### src/rtl/emulador_hcsr04.sv
// HC-SR04 ultrasonic sensor emulator: answers a trigger pulse with an
// echo pulse whose width encodes the programmed distance.
module emulador_hcsr04 #(
  parameter int CICLOS_TRIGGER_MIN = 500,
  parameter int CICLOS_ATRASO      = 20000,
  parameter int CICLOS_POR_CM      = 2941,
  parameter int DISTANCIA_MAX      = 400,
  parameter int CICLOS_TIMEOUT     = 1900000
) (
  input  logic       clock,
  input  logic       reset,
  input  logic       trigger,
  input  logic [8:0] distancia,
  output logic       echo,
  output logic       pronto,
  output logic       ocupado,
  output logic [3:0] db_estado
);

  localparam logic [9:0]  TRIG_MIN    = 10'(CICLOS_TRIGGER_MIN);
  localparam logic [14:0] ATRASO_FIM  = 15'(CICLOS_ATRASO - 1);
  localparam logic [11:0] SUB_FIM     = 12'(CICLOS_POR_CM - 1);
  localparam logic [8:0]  DIST_MAX    = 9'(DISTANCIA_MAX);
  localparam logic [20:0] TIMEOUT_FIM = 21'(CICLOS_TIMEOUT - 1);

  typedef enum logic [3:0] {
    OCIOSO       = 4'd0,
    MEDE_TRIGGER = 4'd1,
    ATRASO       = 4'd2,
    ECO          = 4'd3,
    FIM          = 4'd4
  } estado_t;

  estado_t     estado, estado_d;
  logic        trig_m, trig_s;
  logic        armado, armado_d;
  logic [9:0]  cnt_larg, cnt_larg_d;
  logic [14:0] cnt_atraso, cnt_atraso_d;
  logic [11:0] cnt_sub, cnt_sub_d;
  logic [8:0]  cnt_cm, cnt_cm_d;
  logic [20:0] cnt_to, cnt_to_d;
  logic [8:0]  dist_r, dist_r_d;
  logic        dist_valida;

  assign dist_valida = (dist_r != 9'd0) && (dist_r <= DIST_MAX);
  assign db_estado   = estado;

  always_ff @(posedge clock or posedge reset) begin
    if (reset) begin
      trig_m     <= 1'b0;
      trig_s     <= 1'b0;
      estado     <= OCIOSO;
      armado     <= 1'b0;
      cnt_larg   <= '0;
      cnt_atraso <= '0;
      cnt_sub    <= '0;
      cnt_cm     <= '0;
      cnt_to     <= '0;
      dist_r     <= '0;
      echo       <= 1'b0;
      pronto     <= 1'b0;
      ocupado    <= 1'b0;
    end else begin
      trig_m     <= trigger;
      trig_s     <= trig_m;
      estado     <= estado_d;
      armado     <= armado_d;
      cnt_larg   <= cnt_larg_d;
      cnt_atraso <= cnt_atraso_d;
      cnt_sub    <= cnt_sub_d;
      cnt_cm     <= cnt_cm_d;
      cnt_to     <= cnt_to_d;
      dist_r     <= dist_r_d;
      echo       <= (estado_d == ECO);
      pronto     <= (estado_d == FIM);
      ocupado    <= (estado_d != OCIOSO);
    end
  end

  always_comb begin
    estado_d     = estado;
    armado_d     = armado;
    cnt_larg_d   = cnt_larg;
    cnt_atraso_d = cnt_atraso;
    cnt_sub_d    = cnt_sub;
    cnt_cm_d     = cnt_cm;
    cnt_to_d     = cnt_to;
    dist_r_d     = dist_r;
    unique case (estado)
      OCIOSO: begin
        if (!trig_s) begin
          armado_d = 1'b1;
        end else if (armado) begin
          // the high cycle that starts the measurement counts toward width
          cnt_larg_d = 10'd1;
          armado_d   = 1'b0;
          estado_d   = MEDE_TRIGGER;
        end
      end
      MEDE_TRIGGER: begin
        if (trig_s) begin
          if (cnt_larg < TRIG_MIN) cnt_larg_d = cnt_larg + 10'd1;
        end else if (cnt_larg >= TRIG_MIN) begin
          dist_r_d     = distancia;
          cnt_atraso_d = '0;
          estado_d     = ATRASO;
        end else begin
          estado_d = OCIOSO;
        end
      end
      ATRASO: begin
        if (cnt_atraso == ATRASO_FIM) begin
          cnt_sub_d = '0;
          cnt_cm_d  = '0;
          cnt_to_d  = '0;
          estado_d  = ECO;
        end else begin
          cnt_atraso_d = cnt_atraso + 15'd1;
        end
      end
      ECO: begin
        if (dist_valida) begin
          if (cnt_sub == SUB_FIM) begin
            cnt_sub_d = '0;
            cnt_cm_d  = cnt_cm + 9'd1;
            if (cnt_cm + 9'd1 == dist_r) estado_d = FIM;
          end else begin
            cnt_sub_d = cnt_sub + 12'd1;
          end
        end else if (cnt_to == TIMEOUT_FIM) begin
          estado_d = FIM;
        end else begin
          cnt_to_d = cnt_to + 21'd1;
        end
      end
      FIM: begin
        armado_d = 1'b0;
        estado_d = OCIOSO;
      end
      default: estado_d = OCIOSO;
    endcase
  end

endmodule
### config.mk
export PLATFORM = sky130hd
export DESIGN_NAME = emulador_hcsr04
export DESIGN_NICKNAME = d
export VERILOG_FILES = /design/src/rtl/emulador_hcsr04.sv
export SDC_FILE = /design/constraint.sdc
export NUM_CORES = 1
export LEC_CHECK = 0
export CORE_MARGIN = 1
export CORE_UTILIZATION = 45
export CTS_CLUSTER_SIZE = 12
export DETAILED_ROUTE_END_ITERATION = 12
export PLACE_DENSITY_LB_ADDON = 0.3
export SLEW_MARGIN = 20
export SYNTH_ARGS = -nofsm -noshare
export SYNTH_HDL_FRONTEND = slang
export SYNTH_SLANG_ARGS = --single-unit
### constraint.sdc
create_clock -name clock -period 4.21 [get_ports clock]
set_input_delay 1.263 -clock clock [delete_from_list [all_inputs] [get_ports clock]]
set_output_delay 1.263 -clock clock [all_outputs]
set_load 0.01 [all_outputs]
# Word level (Yosys, flattened, before mapping)
# Index checks and enable logic that the tools add are counted.
# word_totals
in_bits	12
register_bits	86
output_inout_bits	7
word_cells	91
# classes
bitwise	1
eq_ne	22
addsub	5
magnitude_cmp	3
muxes	33
n_reduce_logical	14
# ops
op	n
$mux W21	3
$mux W15	3
$pmux W21 S2	1
$mux W10	4
$mux W12	3
$mux W4	8
$pmux W15 S2	1
$mux W9	3
$ne A2 B2 Y1 const B	12
$pmux W12 S2	1
$add A21 B1 Y21 const B	1
$eq A21 B21 Y1 const B	1
$pmux W10 S2	1
$pmux W9 S2	1
$pmux W4 S4	1
$add A15 B1 Y15 const B	1
$eq A15 B15 Y1 const B	1
$add A12 B1 Y12 const B	1
$eq A12 B12 Y1 const B	1
$eq A4 B2 Y1 const B	3
$reduce_and A4 Y1	3
$add A10 B1 Y10 const B	1
$ge A10 B9 Y1 const B	1
$lt A10 B9 Y1 const B	1
other kinds (16)	21

# Depth between registers and ports, before layout
# Gate-level depths: netlist of run 1.
# depth
depth_word	7
mapped_depth	9
depth_no_buf	7

# Least setup slack after synthesis of run 1
# OpenSTA, ideal clock, no wires.
# synth_timing
kind	register to register
start	register cnt_to[5]
end	register cnt_to[0]
synth_period_minus_slack_ns	2.192
t_required_ns	4.085
arrival_time_ns	2.068
setup_slack_ns	2.018
path_stages_with_launch	8
n_path_buf	2
setup_ns	0.125
path_cell_list	dfrtp_1 clkbuf_2 or4b_1 or4_1 nor2_2 buf_4 nor2_1 mux2_2
# synth_via
elab_chain_len	3
# synth_lines
item	line_no	text
from (decl)	41	logic [20:0] cnt_to, cnt_to_d;
from (signal assigned)	72	cnt_to <= cnt_to_d;
$eq A21 B21 Y1	130	end else if (cnt_to == TIMEOUT_FIM) begin
$ne A2 B2 Y1 (no line)	n/a	
$reduce_and A4 Y1 (no line)	n/a	
# No other way between the ends.
# A chain may end at the register's enable or synchronous reset.

# Worst setup path in the final report of run 1
# layout_timing
start	register estado[2] (netlist: db_estado[2])
end	output db_estado[2]
# layout_rtl
item	line_no	text
from (decl)	34	estado_t estado, estado_d;
from (signal assigned)	66	estado <= estado_d;
to (decl)	17	output logic [3:0] db_estado
# No word-level cell between the ends.

==> results of run 1 <==
[report_power, final]
| group | switching [mW] | internal, mW |
|---|---|---|
| Combinational | 0.0318 | 0.0219 |
| Clock | 0.312 | 0.295 |
| Sequential | 0.0105 | 0.833 |
[registers in the layout, indices dropped and copies added (netlist names)]
register,cells
dist_r,9
cnt_sub,12
trig_s,1
echo,1
trig_m,1
armado,1
ocupado,1
cnt_atraso,15
pronto,1
db_estado,4
cnt_to,21
cnt_cm,9
cnt_larg,10
[synthesized netlist by cell type, types with 2 or more instances]
cell | n | share of area (%)
nor4b_1 | 2 | 0.35
o2111ai_1 | 3 | 0.53
nand3b_1 | 9 | 1.4
o21ai_0 | 27 | 2.7
o2111a_1 | 2 | 0.45
nand4b_1 | 2 | 0.35
nor2b_1 | 4 | 0.50
xor2_1 | 10 | 1.8
clkbuf_1 | 17 | 1.3
a311oi_1 | 6 | 1.1
buf_2 | 5 | 0.50
nor4_1 | 4 | 0.50
nor3_1 | 12 | 1.2
or3_1 | 8 | 1.0
xnor2_1 | 15 | 2.6
o21a_1 | 3 | 0.45
dfrtp_1 | 86 | 43
o22ai_1 | 2 | 0.25
nand4_1 | 16 | 2.0
a21oi_1 | 25 | 2.5
a31oi_1 | 16 | 2.0
or2_2 | 4 | 0.50
nor2_1 | 27 | 2.0
or4b_1 | 2 | 0.40
ha_1 | 7 | 1.8
and2_1 | 6 | 0.75
and4_1 | 7 | 1.2
mux2_2 | 10 | 2.3
mux2i_1 | 8 | 1.6
o21ai_1 | 6 | 0.60
o211ai_1 | 3 | 0.45
buf_6 | 3 | 0.68
o31ai_1 | 18 | 2.7
and3_1 | 10 | 1.3
nand2_1 | 38 | 2.9
inv_1 | 13 | 0.98
nand3_1 | 35 | 3.5
or4_1 | 21 | 3.2
[kinds of logic after synthesis]
family / count (synthesis) / synth area share [%]
AO/OA/AOI/OAI: 128 / 17.6
XOR/XNOR: 25 / 4.40
adder cells (fa/ha/maj): 7 / 1.76
buffers and inverters: 41 / 3.77
flip-flops: 86 / 43.3
multiplexers: 18 / 3.88
other: 1 / 0.0754
AND/OR/NAND/NOR: 216 / 25.3
[per-layer routing]
layer  part of all wire, %  up-vias  global-route usage (%)
met4                   1.2        0                    7.73
li1                      -     1988                       -
met1                    48     2049                    28.0
met3                   3.3       10                    4.13
met2                    47       76                    33.3
met5                     0        -                       0
[cell usage in the layout, fill, tap and decap left out, types with 9 or more instances in the layout]
cell type / n
nand3b_1: 9
a31oi_1: 16
clkdlybuf4s50_1: 18
nand2_1: 38
or4_1: 21
o31ai_1: 18
and3_1: 10
o21ai_0: 27
nand4_1: 16
xnor2_1: 15
nor2_1: 27
inv_1: 12
nor3_1: 11
mux2_2: 10
nand3_1: 35
a21oi_1: 24
dfrtp_1: 86
xor2_1: 10
clkbuf_8: 14
[through the flow]
stage / hold WS [ns] / cells / util [%] / total power, mW / setup slack, ns
global placement: 0.335 / 657 / 48.6 / 0.914 / 1.60
finish: 0.366 / 673 / 50.6 / 1.50 / 1.45
detailed placement: 0.339 / 657 / 48.6 / 0.915 / 1.45
floorplan: 0.331 / 522 / - / 0.887 / 0.725
CTS: 0.368 / 673 / 50.5 / 1.52 / 1.43
global route: 0.369 / 673 / 50.6 / 1.56 / 1.34
[cell type report]
type / instances / area, um2 / area share (%)
clock buffers: 14 / 193 / 3.53
clock inverters: 2 / 12.5 / 0.229
well taps: 140 / 175 / 3.21
repair buffers: 23 / 218 / 3.99
multi-input cells: 395 / 2660 / 48.7
inverters: 13 / 50.0 / 0.917
flip-flops and latches: 86 / 2150 / 39.4
[how the worst max path moves through the flow]
stage / start / endpoint / slack (ns)
after floorplan: reset / armado / 0.73
after global placement: cnt_to[5] / cnt_to[0] / 1.60
after detailed placement: dist_r[0] / cnt_to[0] / 1.45
after CTS: db_estado[2] / db_estado[2] / 1.43
after global routing: cnt_to[5] / cnt_to[0] / 1.34
final: db_estado[2] / db_estado[2] / 1.45
==> results.md, run 1 <==
- Max-Cap Viols: 0
- Critical-path cell list: clkdlybuf4s50_1
- FFs w/ async S/R, synth: 100%
- Req. time, crit path: 2.95 ns
- Mean Syn Cell Area: 9.53 um2
- Core Region: 10,800 um2
- CTS clk-pin slew, worst paths: around 0.090 ns
- Effective utilization at floorplan: 46.1%
- Num ports: 19
- Final period util: 65.5%
- PortBufs: 18
- Tot GR Track Use: 20.8%
- Worst Hold End: trig_s
- Final setup violation count: 0
- Yosys warns: 0
- Initial antenna violation count: 0
- CP Capture Type: output port
- Via-per-instance ratio: roughly 6.1
- Outcome: complete, no violations
- Total negative slack: 0 ns
- Grt ovf: 0
- Worst-case reg-to-reg path depth: 5
- CTS tree: yes
- FF-to-FF setup slack: 1.49 ns
- Leakage: about 2.1 nW
- Worst path top cell family by delay: buffers and inverters
- Antenna diodes: 0
- Share of layout cells above drive strength 1: 9.76%
- Hold Violations, Final: 0
- TritonCTS Buffers: 9
- Unrepaired setup endpoints after global routing: false
- Starting DRT DRC Count: 200
- Die extent in y: 107 um
- Fill cells: roughly 960
- CTS Root Cell: clkbuf_8
- Post-route DRC: 0
- Post-CTS resize count: 0
- Post-DP HPWL: approximately 7600 um
- First-pass GRT wire length: 19,000 um
- Post-Syn Nets: around 540
- Number of flops mapped to enable cells by yosys: 0
- Worst ir drop on vdd: 145 uV
- Largest net degree at the start of global routing: 39
- Crit path buffers/inverters: 1
- Deepest clock path buffer count: 2
- Placed cell area: 5240 um2
- Worst-Skew Late Latency: 0.37 ns
- Setup Crit Path Kind: reg2out
- Achievable Freq: 363 MHz
- CP max FO: 8
- Post-synth top flop: dfrtp_1
- CP peak stage delay: 0.60 ns
- Finished Cell Area: 5460 um2
- CTS sink cnt: 86
- Tmin final: 2.76 ns
- Detailed Route WL: 11,000 um
- Post-CTS Hold Buffers: 0
- H-tree depth: 3
- Netlist cell types: 68
- Wire length per cell: approximately 16 um
- FF-to-FF End: cnt_to[0]
- Routability cong.: just under 0.8
- Post-CTS Setup Repair Bufs: 0
- Worst path depth: 1
- PwrDens: 276 nW/um2
- Final antenna-violating net count: 0
- Std cell rows: 38
- Die area: 11,500 um2
- Area Overhead vs Synth: 9.79%
- Hold Path Depth: 0
- Hold Path Class: reg2reg
- Cells after Synth: 522
- Seq/Total Area, Yosys: 43.3%
- Fin. max-slew vios: 0
- Worst Skew: 0.0118 ns
- Number of global-route vias before repair: between 3,000 and 4,000
- Critical-path top delay cell: clkdlybuf4s50_1
- Drt first pass iters: 4
- Post-Syn Area: roughly 5000 um2
- #FFs+latches synth: 86
- Via count: 4,123
- Die width: approximately 110 um
- RR Startpoint: cnt_to[5]
- CP arrival: roughly 1.5 ns
- Final nets: between 500 and 600
- Worst-Margin Slew: 0.916 ns
- Hold_sp: trig_m
- Worst setup SP type: flop
- Slew HR: 38.1%
Power figures use the tool's default switching activity.
==> run 2, diff against run 1 <==
- clock period: 4.21 -> 2.4 ns (I/O delays scaled with it)
==> results.md, run 2 (synthesized netlist as in run 1, its figures left out) <==
- Finished Cell Area: 5660 um2 (was 5460 um2)
- Share of layout cells above drive strength 1: 13.8% (was 9.76%)
- CP max FO: 13 (was 8)
- Wire length per cell: 15.8 um (was 16.4 um)
- Starting DRT DRC Count: 293 (was 200)
- Post-CTS Hold Buffers: 0 (unchanged)
- Fin. max-slew vios: 0 (unchanged)
- Crit path from: cnt_atraso[7] (was db_estado[2])
- CTS Root Cell: clkbuf_8 (unchanged)
- First-pass GRT wire length: 19,300 um (was 19,000 um)
- Routability cong.: 0.839 (was 0.795)
- Largest regs: cnt_to: 21 flops, cnt_atraso: 15 flops, cnt_sub: 12 flops (unchanged)
- Worst-case reg-to-reg path depth: 6 (was 5)
- Via count: 4,198 (was 4,123)
- Die area: 11,500 um2 (unchanged)
- H-tree depth: 3 (unchanged)
- Area Overhead vs Synth: 13.8% (was 9.79%)
- Die extent in y: 107 um (unchanged)
- Slew HR: 49.9% (was 38.1%)
- Commonest non-fill, non-tap cell in the layout: dfrtp_1 (unchanged)
- Setup Crit Path Kind: reg2reg (was reg2out)
- Outcome: complete, no violations (unchanged)
- Number of global-route vias before repair: 4,162 (was 3,998)
- Worst ir drop on vdd: 334 uV (was 145 uV)
- Leakage: 2.21 nW (was 2.09 nW)
- CTS sink cnt: 86 (unchanged)
- Largest net degree at the start of global routing: 87 (was 39)
- Deepest clock path buffer count: 2 (unchanged)
- Drt first pass iters: 5 (was 4)
- Grt ovf: 0 (unchanged)
- Initial antenna violation count: 0 (unchanged)
- CP arrival: 2.56 ns (was 1.49 ns)
- Hold Path Depth: 0 (unchanged)
- Worst setup SP type: flop (unchanged)
- Final period util: 94.4%
- Hold_sp: trig_m (unchanged)
- Worst-Skew Late Latency: 0.37 ns (about the same)
- Effective utilization at floorplan: 46.1% (unchanged)
- Num ports: 19 (unchanged)
- Achievable Freq: 441 MHz
- PwrDens: 438 nW/um2 (was 276 nW/um2)
- Max reg flops: 21 (unchanged)
- Largest register by flop count: cnt_to (unchanged)
- Final antenna-violating net count: 0 (unchanged)
- Std cell rows: 38 (unchanged)
- Final nets: 573 (was 547)
- Final setup violation count: 0 (unchanged)
- Most frequent cells in the layout: dfrtp_1 (86), nand2_1 (38), nand3_1 (35) (was dfrtp_1 (86), nand2_1 (38), nand3_1 (35), nor2_1 (27), o21ai_0 (27))
- Die width: 107 um (unchanged)
- Detailed Route WL: 11,000 um (about the same)
- Unrepaired setup endpoints after global routing: false (unchanged)
- Post-route DRC: 0 (unchanged)
- CP Capture Type: flop (was output port)
- Post-DP HPWL: 7640 um (was 7620 um)
- Tot GR Track Use: 21.1% (was 20.8%)
- CTS tree: yes (unchanged)
- Worst-Margin Slew: 0.749 ns (was 0.916 ns)
- Antenna diodes: 0 (unchanged)
- Core Region: 10,800 um2 (unchanged)
- PortBufs: 18 (unchanged)
- Hold Path Class: reg2reg (unchanged)
- Placed cell area: 5470 um2 (was 5240 um2)
- TritonCTS Buffers: 9 (unchanged)
- CTS clk-pin slew, worst paths: 0.08 ns (was 0.09 ns)
- Tmin final: 2.27 ns
- Hold Violations, Final: 0 (unchanged)
- Max-Cap Viols: 0 (unchanged)
- RR Startpoint: cnt_atraso[7] (was cnt_to[5])
- Via-per-instance ratio: 6.02 (was 6.13)
- Total negative slack: 0 ns (unchanged)
- Worst Skew: 0.00867 ns (was 0.0118 ns)
- Req. time, crit path: 2.69 ns (was 2.95 ns)
[run 2: cell count changes in the layout (fill, tap and decap cells not counted), moves of 2 or more]
cell / previous run / this run
clkinvlp_4: 1 / 3
clkbuf_8: 14 / 10
buf_12: 0 / 4
buf_4: 5 / 27
[run 2: path summary, 6_finish.rpt]
kind | slack [ns] | end
min in group asynchronous | 0.81 | cnt_to[7]
max | 0.13 | cnt_cm[5]
min | 0.35 | trig_s
max in group asynchronous | 1.19 | dist_r[1]
min reg2reg | 0.35 | trig_s
max reg2reg | 0.13 | cnt_cm[5]
[run 2: layer usage]
layer	GRT usage (%)	wire length (um)	up-vias
met3	3.10	256	12
met1	27.5	5180	2099
li1	-	-	2043
met5	0	0	-
met2	35.2	5380	44
met4	8.71	190	0
[run 2: stage by stage]
stage	setup WS, ns	hold slack [ns]	total power, mW	std cells	util, %
floorplan	0.208	0.331	1.56	522	-
global placement	0.163	0.336	1.60	682	50.7
finish	0.135	0.353	2.48	697	52.4
detailed placement	0.0960	0.336	1.60	682	50.7
global route	0.0164	0.371	2.59	697	52.4
CTS	0.0912	0.355	2.52	696	52.2
[run 2: repair_timing]
| action | 4_1_cts | 5_1_grt |
|---|---|---|
| endpoints found under the hold margin | 0 | 0 |
| buffers inserted | 0 | 1 |
| gates resized for setup | 0 | 3 |
| setup endpoints to repair | 0 | 9 |
[run 2: critical path, stage by stage, from the launching register on]
cell and delay, ns:
dfrtp_1 0.44, or4b_4 0.57, or4_4 0.58, o21ai_4 0.19, buf_12 0.14, a311oi_1 0.09, o22ai_1 0.18
[run 2: layout make-up]
class	instances	area, um2
clock buffers	10	138
flip-flops and latches	86	2150
fillers	979	5130
repair buffers	49	463
well taps	140	175
multi-input cells	395	2660
clock inverters	4	25.0
inverters	13	52.6
[run 2: where the power goes]
part / leakage [nW] / total [mW] / internal, mW / switching, mW
clock: 0.0800 / 0.903 / 0.389 / 0.514
sequential: 1.19 / 1.48 / 1.46 / 0.0175
combinational: 0.947 / 0.0951 / 0.0400 / 0.0551
total: 2.21 / 2.48 / 1.89 / 0.587
